$ cat config.mk
export PLATFORM = sky130hd
export DESIGN_NAME = score_display
export DESIGN_NICKNAME = d
export VERILOG_FILES = /design/src/rtl/score_pkg.sv /design/src/rtl/bin2bcd_seq.sv /design/src/rtl/score_display.sv
export SDC_FILE = /design/constraint.sdc
export NUM_CORES = 1
export LEC_CHECK = 0
export CORE_MARGIN = 5
export CORE_UTILIZATION = 40
export DETAILED_ROUTE_END_ITERATION = 16
export DONT_BUFFER_PORTS = 1
export GPL_TIMING_DRIVEN = 0
export PLACE_DENSITY_LB_ADDON = 0.3
export SLEW_MARGIN = 25
export SYNTH_ARGS = -nofsm -noshare
export SYNTH_HDL_FRONTEND = slang
export SYNTH_SLANG_ARGS = --single-unit
$ cat constraint.sdc
create_clock -name clk_i -period 4 [get_ports clk_i]
set_input_delay 0.6 -clock clk_i [delete_from_list [all_inputs] [get_ports clk_i]]
set_output_delay 0.6 -clock clk_i [all_outputs]
set_load 0.01 [all_outputs]
$ cat src/rtl/score_pkg.sv
// Shared types and constants for the score display: converter FSM states,
// saturation limit and the seven-segment decode table.
package score_pkg;

  localparam int BW_DEFAULT = 7;
  localparam int SAT_LIMIT  = 99;

  typedef enum logic [1:0] {
    IDLE = 2'd0,
    CONV = 2'd1,
    DONE = 2'd2
  } conv_state_t;

  // Active-high segments, bit0 = a .. bit6 = g; index 0 is the rightmost entry.
  localparam logic [9:0][6:0] SEG_TABLE = {
    7'h6F, 7'h7F, 7'h07, 7'h7D, 7'h6D,
    7'h66, 7'h4F, 7'h5B, 7'h06, 7'h3F
  };

  function automatic logic [6:0] seg_decode(input logic [3:0] digit);
    logic [6:0] seg;
    if (digit > 4'd9) seg = 7'h00;
    else              seg = SEG_TABLE[digit];
    return seg;
  endfunction

endpackage

$ cat src/rtl/bin2bcd_seq.sv
// Sequential double-dabble converter: samples a saturated binary score and
// produces a two-digit BCD result with a one-cycle valid pulse.
module bin2bcd_seq
  import score_pkg::*;
#(
  parameter int BW = BW_DEFAULT
) (
  input  logic          clk_i,
  input  logic          rst_i,
  input  logic [BW-1:0] value_i,
  output logic [7:0]    bcd_o,
  output logic          valid_o
);

  localparam int          IW        = $clog2(BW + 1);
  localparam logic [IW-1:0] ITER_LAST = IW'(BW - 1);
  localparam logic [BW-1:0] SAT_VAL   = BW'(SAT_LIMIT);

  conv_state_t     state;
  logic [BW+7:0]   sreg;
  logic [BW-1:0]   last;
  logic [BW-1:0]   sat;
  logic [IW-1:0]   iter;
  logic            pending;

  function automatic logic [BW+7:0] dabble_step(input logic [BW+7:0] s);
    logic [BW+7:0] t;
    t = s;
    if (t[BW+3:BW] >= 4'd5)   t[BW+3:BW]   = t[BW+3:BW]   + 4'd3;
    if (t[BW+7:BW+4] >= 4'd5) t[BW+7:BW+4] = t[BW+7:BW+4] + 4'd3;
    return t << 1;
  endfunction

  // NOTE: combinational blocks assign every output unconditionally so no latch is inferred.
  always_comb begin
    sat = value_i;
    if (int'(value_i) > SAT_LIMIT) sat = SAT_VAL;
  end

  // Comparing the saturated value keeps an out-of-range input from retriggering forever.
  // NOTE: sequential state uses non-blocking assignments so every register sees pre-edge values.
  always_ff @(posedge clk_i) begin
    if (rst_i) begin
      state   <= IDLE;
      bcd_o   <= 8'h00;
      valid_o <= 1'b0;
      sreg    <= '0;
      last    <= '0;
      iter    <= '0;
      pending <= 1'b1;
    end else begin
      valid_o <= 1'b0;
      case (state)
        IDLE: begin
          if (pending || (sat != last)) begin
            last    <= sat;
            sreg    <= {8'h00, sat};
            iter    <= '0;
            pending <= 1'b0;
            state   <= CONV;
          end
        end
        CONV: begin
          sreg <= dabble_step(sreg);
          iter <= iter + 1'b1;
          if (iter == ITER_LAST) state <= DONE;
        end
        DONE: begin
          bcd_o   <= sreg[BW+7:BW];
          valid_o <= 1'b1;
          state   <= IDLE;
        end
        default: state <= IDLE;
      endcase
    end
  end

endmodule

$ cat src/rtl/score_display.sv
// Two-digit multiplexed seven-segment score display: binary-to-BCD conversion,
// digit-scan prescaler and registered segment drive with leading-zero blanking.
module score_display
  import score_pkg::*;
#(
  parameter int BW      = BW_DEFAULT,
  parameter int MUX_DIV = 1000
) (
  input  logic          clk_i,
  input  logic          rst_i,
  input  logic [BW-1:0] value_i,
  output logic [7:0]    bcd_o,
  output logic          valid_o,
  output logic [6:0]    seg_o,
  output logic [1:0]    dig_sel_o
);

  localparam int           PW       = $clog2(MUX_DIV);
  localparam logic [PW-1:0] PRE_LAST = PW'(MUX_DIV - 1);

  logic [PW-1:0] prescaler;
  logic          wrap;
  logic [1:0]    sel_next;
  logic [3:0]    digit;
  logic [6:0]    seg_next;

  bin2bcd_seq #(
    .BW (BW)
  ) u_conv (
    .clk_i   (clk_i),
    .rst_i   (rst_i),
    .value_i (value_i),
    .bcd_o   (bcd_o),
    .valid_o (valid_o)
  );

  // Segments are refreshed every cycle from the digit the enable will select
  // after this edge, so a new score shows up without waiting for a scan step.
  always_comb begin
    wrap     = (prescaler == PRE_LAST);
    sel_next = wrap ? {dig_sel_o[0], dig_sel_o[1]} : dig_sel_o;
    digit    = sel_next[1] ? bcd_o[7:4] : bcd_o[3:0];
    seg_next = seg_decode(digit);
    if (sel_next[1] && (bcd_o[7:4] == 4'd0)) seg_next = 7'h00;
  end

  always_ff @(posedge clk_i) begin
    if (rst_i) begin
      prescaler <= '0;
      dig_sel_o <= 2'b01;
      seg_o     <= 7'h00;
    end else begin
      prescaler <= wrap ? '0 : prescaler + 1'b1;
      dig_sel_o <= sel_next;
      seg_o     <= seg_next;
    end
  end

endmodule
==> results.txt, run 1 <==
Status: completed
Critical-path maximum fanout: 7
CTS max path bufs: 2
Worst slew pin tran: 0.783 ns
Final Skew: 0.00577 ns
CP endpoint kind: flip-flop
Crit path max-delay family: multiplexers
Synth unique cells: 50
Post-DP HPWL: 3.98 mm
Hold_sp: value_i[4]
Crit path required time: 4.24 ns
I/O pins: 27
# port buffers: 0
Antenna violations before repair: 0
Top post-synthesis cells by area: dfxtp_1 42%, ha_1 6.5%, a21oi_1 5.6%
First-pass GRT wire length: 9.50 mm
Register area share after synthesis: 41.8%
Syn-to-layout area delta: 6.63%
RSZ-0062 raised after global routing: no
Crit path arrival time: 3.50 ns
Via Count: 2099
Routed wire length per instance: 14.2 um
Slew Limit Fails: 0
CP bufs+invs: 0
Largest net degree at the start of global routing: 17
Mapped Avg Cell Area: 8.85 um^2
R2r setup slk: 0.73 ns
Die Y-Extent: 91.9 um
Final Critical Period: 3.27 ns
N_diodes: 0
Final RePlAce weighted congestion: 0.794
Hold Path Class: in2reg
Clk_lat worst skew: 0.30 ns
WS Path Type: reg2reg
Setup bufs post-CTS: 0
Reg-to-Reg Start: prescaler[0]$_SDFF_PP0_
Syn nets: 326
CTS HTree Levels: 2
GRT Overall Usage: 13.7%
Drt pass-1 iters: 4
Number of global-route vias before repair: 1938
Most frequent cells in the layout: 56 x dfxtp_1, 36 x nand2_1, 30 x a21oi_1
Setup TNS: 0 ns
CTS Root Cell: clkbuf_8
Area leader, netlist: dfxtp_1
Synth top area share: 41.8%
Asr flop ratio synth: 0%
Post-synth EDFFs: 0
Die area: 0.00844 mm^2
Cell count after synthesis: 303
WHS Path Cells: 1
CTS tree: built
Max-cap viol count: 0
Core region area: 0.00642 mm^2
Row cnt: 29
Initial drt markers: 95
Total CTS buffers: 5
Cells on worst reg2reg path: 9
Endpoints failing setup: 0
Aggregate global routing overflow: 0
Pwr per Cell Area: 343 mW/mm^2
Worst R2R End: seg_o[2]$_SDFF_PP0_
Post-Syn Area: 0.00268 mm^2
Max stage delay on crit path: 0.60 ns
Post-route ant nets: 0
Post-CTS sizing: 0
Initial Utilization: 41.7%
WHS Endpoint: u_conv.sreg[4]$_SDFFE_PP0P_
Vias/cell: 5.42
Finished Layout Cells: 387
Fin util: 44.5%
Hold buffer count at CTS: 0
Die width: 91.9 um
Critical Path Source Type: flip-flop
CP max stage cell: mux2i_1
Max_slew headroom: 46.4%
Routed Wire Length: 5.48 mm
Clock sink total: 56
Placed insts: 380
Commonest non-fill, non-tap cell in the layout: dfxtp_1
Final Hold Vio Count: 0
Peak supply drop: 0.146 mV
CP cell instances: ha_1 -> nand4b_1 -> nor3_2 -> mux2i_1 -> mux2i_1 -> ha_1 -> o21ai_1 -> a211o_1 -> a31oi_1
Reg clk slew, reported paths: 0.10 ns
DRC viols: 0
Maximum clock frequency: 306 MHz
Leak: 1.06 nW
Number of synthesized register bits: 56
Share of cells above drive strength 1: 7.42%
Syn. warnings: 0
Final net count: 333
Top_reg_cell synth: dfxtp_1
Final critical-path share of the clock period: 81.7%
## cells in the mapped netlist, types with 8 or more instances
library cell  count
dfxtp_1          56
xnor2_1           9
nand2_1          36
a31oi_1           8
clkbuf_1          9
nor2_1           23
nand3_1          15
a21oi_1          30
ha_1             14
inv_1             8
o21ai_0          10
nor3_1            8
## cell families after synthesis
| group | synth area share (%) |
|---|---|
| xor gates and xnor gates | 5.23 |
| DFF | 41.8 |
| muxes | 2.71 |
| and+or+nand+nor | 23.7 |
| buffers and inverters | 3.69 |
| AOI/OAI and AO/OA | 16.4 |
| adders and majority gates | 6.53 |
## stage by stage
stage | area, um^2 | worst slack, ns | total power [mW] | hold WS (ns)
after floorplan | 2680 | 1.24 | 0.674 | 0.437
after global placement | 2780 | 0.817 | 0.694 | 0.454
after detailed placement | 2780 | 0.752 | 0.696 | 0.458
after CTS | 2860 | 0.721 | 0.992 | 0.422
after global routing | 2860 | 0.369 | 1.02 | 0.426
final | 2860 | 0.734 | 0.979 | 0.433
## registers in the layout, summed over array words and instances, names as in the netlist
register / count
dig_sel_o: 2
prescaler: 10
seg_o: 7
u_conv.bcd_o: 8
u_conv.iter: 3
u_conv.last: 7
u_conv.pending: 1
u_conv.sreg: 15
u_conv.state: 2
u_conv.valid_o: 1
## final cells by class
class | instances | area (um^2)
clock inverter | 2 | 12.5
clock buffer | 5 | 68.8
tap | 77 | 96.3
sequential | 56 | 1120
buffer | 14 | 68.8
multi-input combinational | 225 | 1460
fill | 627 | 3560
inverter | 8 | 30.0
## per-layer routing
layer / track usage, % / vias to the layer above / wire (um)
met3: 3.52 / 5 / 234
met1: 18.2 / 984 / 2600
li1: - / 1082 / -
met2: 22.2 / 28 / 2600
met4: 3.71 / 0 / 46
met5: 0 / - / 0
## worst max-delay path by stage
stage | startpoint | to | slack (ns) | cells after the start
2_1_floorplan | prescaler[0]$_SDFF_PP0_ | seg_o[2]$_SDFF_PP0_ | 1.24 | 9
3_3_place_gp | prescaler[0]$_SDFF_PP0_ | seg_o[2]$_SDFF_PP0_ | 0.82 | 9
3_5_place_dp | prescaler[0]$_SDFF_PP0_ | seg_o[2]$_SDFF_PP0_ | 0.75 | 10
4_1_cts | prescaler[0]$_SDFF_PP0_ | seg_o[2]$_SDFF_PP0_ | 0.72 | 9
5_1_grt | prescaler[0]$_SDFF_PP0_ | seg_o[2]$_SDFF_PP0_ | 0.37 | 10
6_report | prescaler[0]$_SDFF_PP0_ | seg_o[2]$_SDFF_PP0_ | 0.73 | 9
## report_power, final
group / internal, mW / switching (mW)
registers: 0.578 / 0.0146
clock network: 0.119 / 0.178
logic: 0.0368 / 0.0532
total: 0.734 / 0.246
(Power assumes the default switching activity.)
==> run 2, diff against run 1 <==
clock period = 3.1 ns   (was 4 ns; I/O delays follow)
==> run 2 against run 1 <==
Compared with the run above:
- setup slack worse by 0.52 ns
- maximum frequency is 13% higher
- non-clock buffer count is 3 higher
- global-route usage hardly changed
- first-iteration DRC count is 14% higher
- via count is 0.81% higher
- worst hold slack worse by 0.13 ns
- wire length is 1.3% higher
- sequential power is 29% higher
- sequential cell count stayed put
- critical endpoint unchanged
==> results.txt, run 2 (synthesis results as in run 1) <==
Most frequent cells in the layout: 56 x dfxtp_1, 36 x nand2_1, 30 x a21oi_1
Area of placed instances: 0.00278 mm^2
Status: completed
Die width: 91.9 um
Initial Utilization: 41.7%
Via Count: 2116
Biggest regs: u_conv.sreg (15), prescaler (10), u_conv.bcd_o (8)
Maximum clock frequency: 347 MHz
Slew Limit Fails: 0
CP endpoint kind: flip-flop
First-pass GRT wire length: 9.54 mm
Die Y-Extent: 91.9 um
Clock sink total: 56
Row cnt: 29
Pwr per Cell Area: 432 mW/mm^2
Final net count: 336
Core region area: 0.00642 mm^2
R2r setup slk: 0.22 ns
Hold buffer count at CTS: 0
Syn-to-layout area delta: 9.15%
Number of global-route vias before repair: 1945
CTS tree: built
# port buffers: 0
Reg clk slew, reported paths: 0.10 ns
Leak: 1.07 nW
Routed wire length per instance: 14.2 um
Crit path required time: 3.34 ns
DRC viols: 0
CTS HTree Levels: 2
Antenna violations before repair: 0
Hold_ws: 0.299 ns
Drt pass-1 iters: 4
Die area: 0.00844 mm^2
WHS Path Cells: 1
Post-route ant nets: 0
Post-DP HPWL: 3.98 mm
Max-cap viol count: 0
Largest net degree at the start of global routing: 17
Worst R2R End: seg_o[2]$_SDFF_PP0_
Power, Total: 1.26 mW
Worst slew pin tran: 0.734 ns
Routed Wire Length: 5.55 mm
I/O pins: 27
Crit path arrival time: 3.12 ns
Endpoints failing setup: 0
WHS Endpoint: u_conv.sreg[4]$_SDFFE_PP0P_
Final RePlAce weighted congestion: 0.794
Max reg flops: 15
Hold_sp: value_i[4]
CTS Root Cell: clkbuf_8
Final critical-path share of the clock period: 93.0%
Reg with most FFs: u_conv.sreg
Final Skew: 0.00629 ns
Total CTS buffers: 5
Final Hold Vio Count: 0
Cells on worst reg2reg path: 9
Commonest non-fill, non-tap cell in the layout: dfxtp_1
WS Path Type: reg2reg
Aggregate global routing overflow: 0
Max_slew headroom: 49.8%
Reg-to-Reg Start: prescaler[0]$_SDFF_PP0_
Critical Path Source Type: flip-flop
Critical-path maximum fanout: 7
CTS max path bufs: 2
Hold Path Class: in2reg
Final Critical Period: 2.88 ns
GRT Overall Usage: 13.8%
Final non-filler cell area: 0.00293 mm^2
Share of cells above drive strength 1: 9.58%
Initial drt markers: 108
Peak supply drop: 0.188 mV
Vias/cell: 5.43
N_diodes: 0
Clk_lat worst skew: 0.30 ns
==> run 2: changes by cell type in the layout (fill, tap and decap cells not counted), sizes merged <==
cell and change:
buf +3
==> run 2: report_power, final <==
part / switching, mW / internal (mW)
clock network: 0.230 / 0.154
registers: 0.0189 / 0.746
logic: 0.0690 / 0.0476
total: 0.317 / 0.947
==> run 2: area by class of cell <==
| type | count | area (um^2) |
|---|---|---|
| Fill cell | 618 | 3500 |
| Timing Repair Buffer | 3 | 22.5 |
| Buffer | 14 | 68.8 |
| Inverter | 8 | 30.0 |
| Multi-Input combinational cell | 225 | 1510 |
| Sequential cell | 56 | 1120 |
| Clock buffer | 5 | 68.8 |
| Tap cell | 77 | 96.3 |
| Clock inverter | 2 | 12.5 |
==> run 2: how the worst max path moves through the flow <==
stage	from	end
after global placement	prescaler[0]$_SDFF_PP0_	seg_o[2]$_SDFF_PP0_
after detailed placement	prescaler[0]$_SDFF_PP0_	seg_o[2]$_SDFF_PP0_
after global routing	prescaler[0]$_SDFF_PP0_	seg_o[2]$_SDFF_PP0_
after CTS	prescaler[0]$_SDFF_PP0_	seg_o[2]$_SDFF_PP0_
final	prescaler[0]$_SDFF_PP0_	seg_o[2]$_SDFF_PP0_
after floorplan	prescaler[0]$_SDFF_PP0_	seg_o[2]$_SDFF_PP0_
==> run 2: critical path: stages, from the launching register on <==
cell and delay [ns]:
dfxtp_1 0.39, ha_1 0.24, nand4b_1 0.22, nor3_4 0.29, mux2i_4 0.42, mux2i_4 0.38
ha_1 0.22, o21ai_1 0.08, a211o_2 0.42, a31oi_1 0.16
==> run 2: layer usage <==
layer / global-route usage (%) / routed length (um) / up-vias
li1: - / - / 1090
met1: 18.2 / 2660 / 998
met2: 22.3 / 2650 / 23
met3: 3.52 / 198 / 5
met4: 3.71 / 50 / 0
met5: 0 / 0 / -
==> run 2: timing repair <==
action                                  4_1_cts  5_1_grt
endpoints found under the hold margin         0        0
endpoints found under the setup margin        7        7
pin swaps                                     0        1
resized for setup                             3        5
setup buffers                                 0        3
==> run 2: metrics by stage <==
stage	util [%]	worst slack (ns)	setup TNS (ns)	cells
2_1_floorplan	-	0.339	0	303
4_1_cts	44.7	0.0192	0	387
6_report	45.6	0.216	0	390
5_1_grt	45.6	-0.0201	-0.0201	390
3_3_place_gp	43.2	-0.0831	-0.438	380
3_5_place_dp	43.2	-0.148	-0.929	380
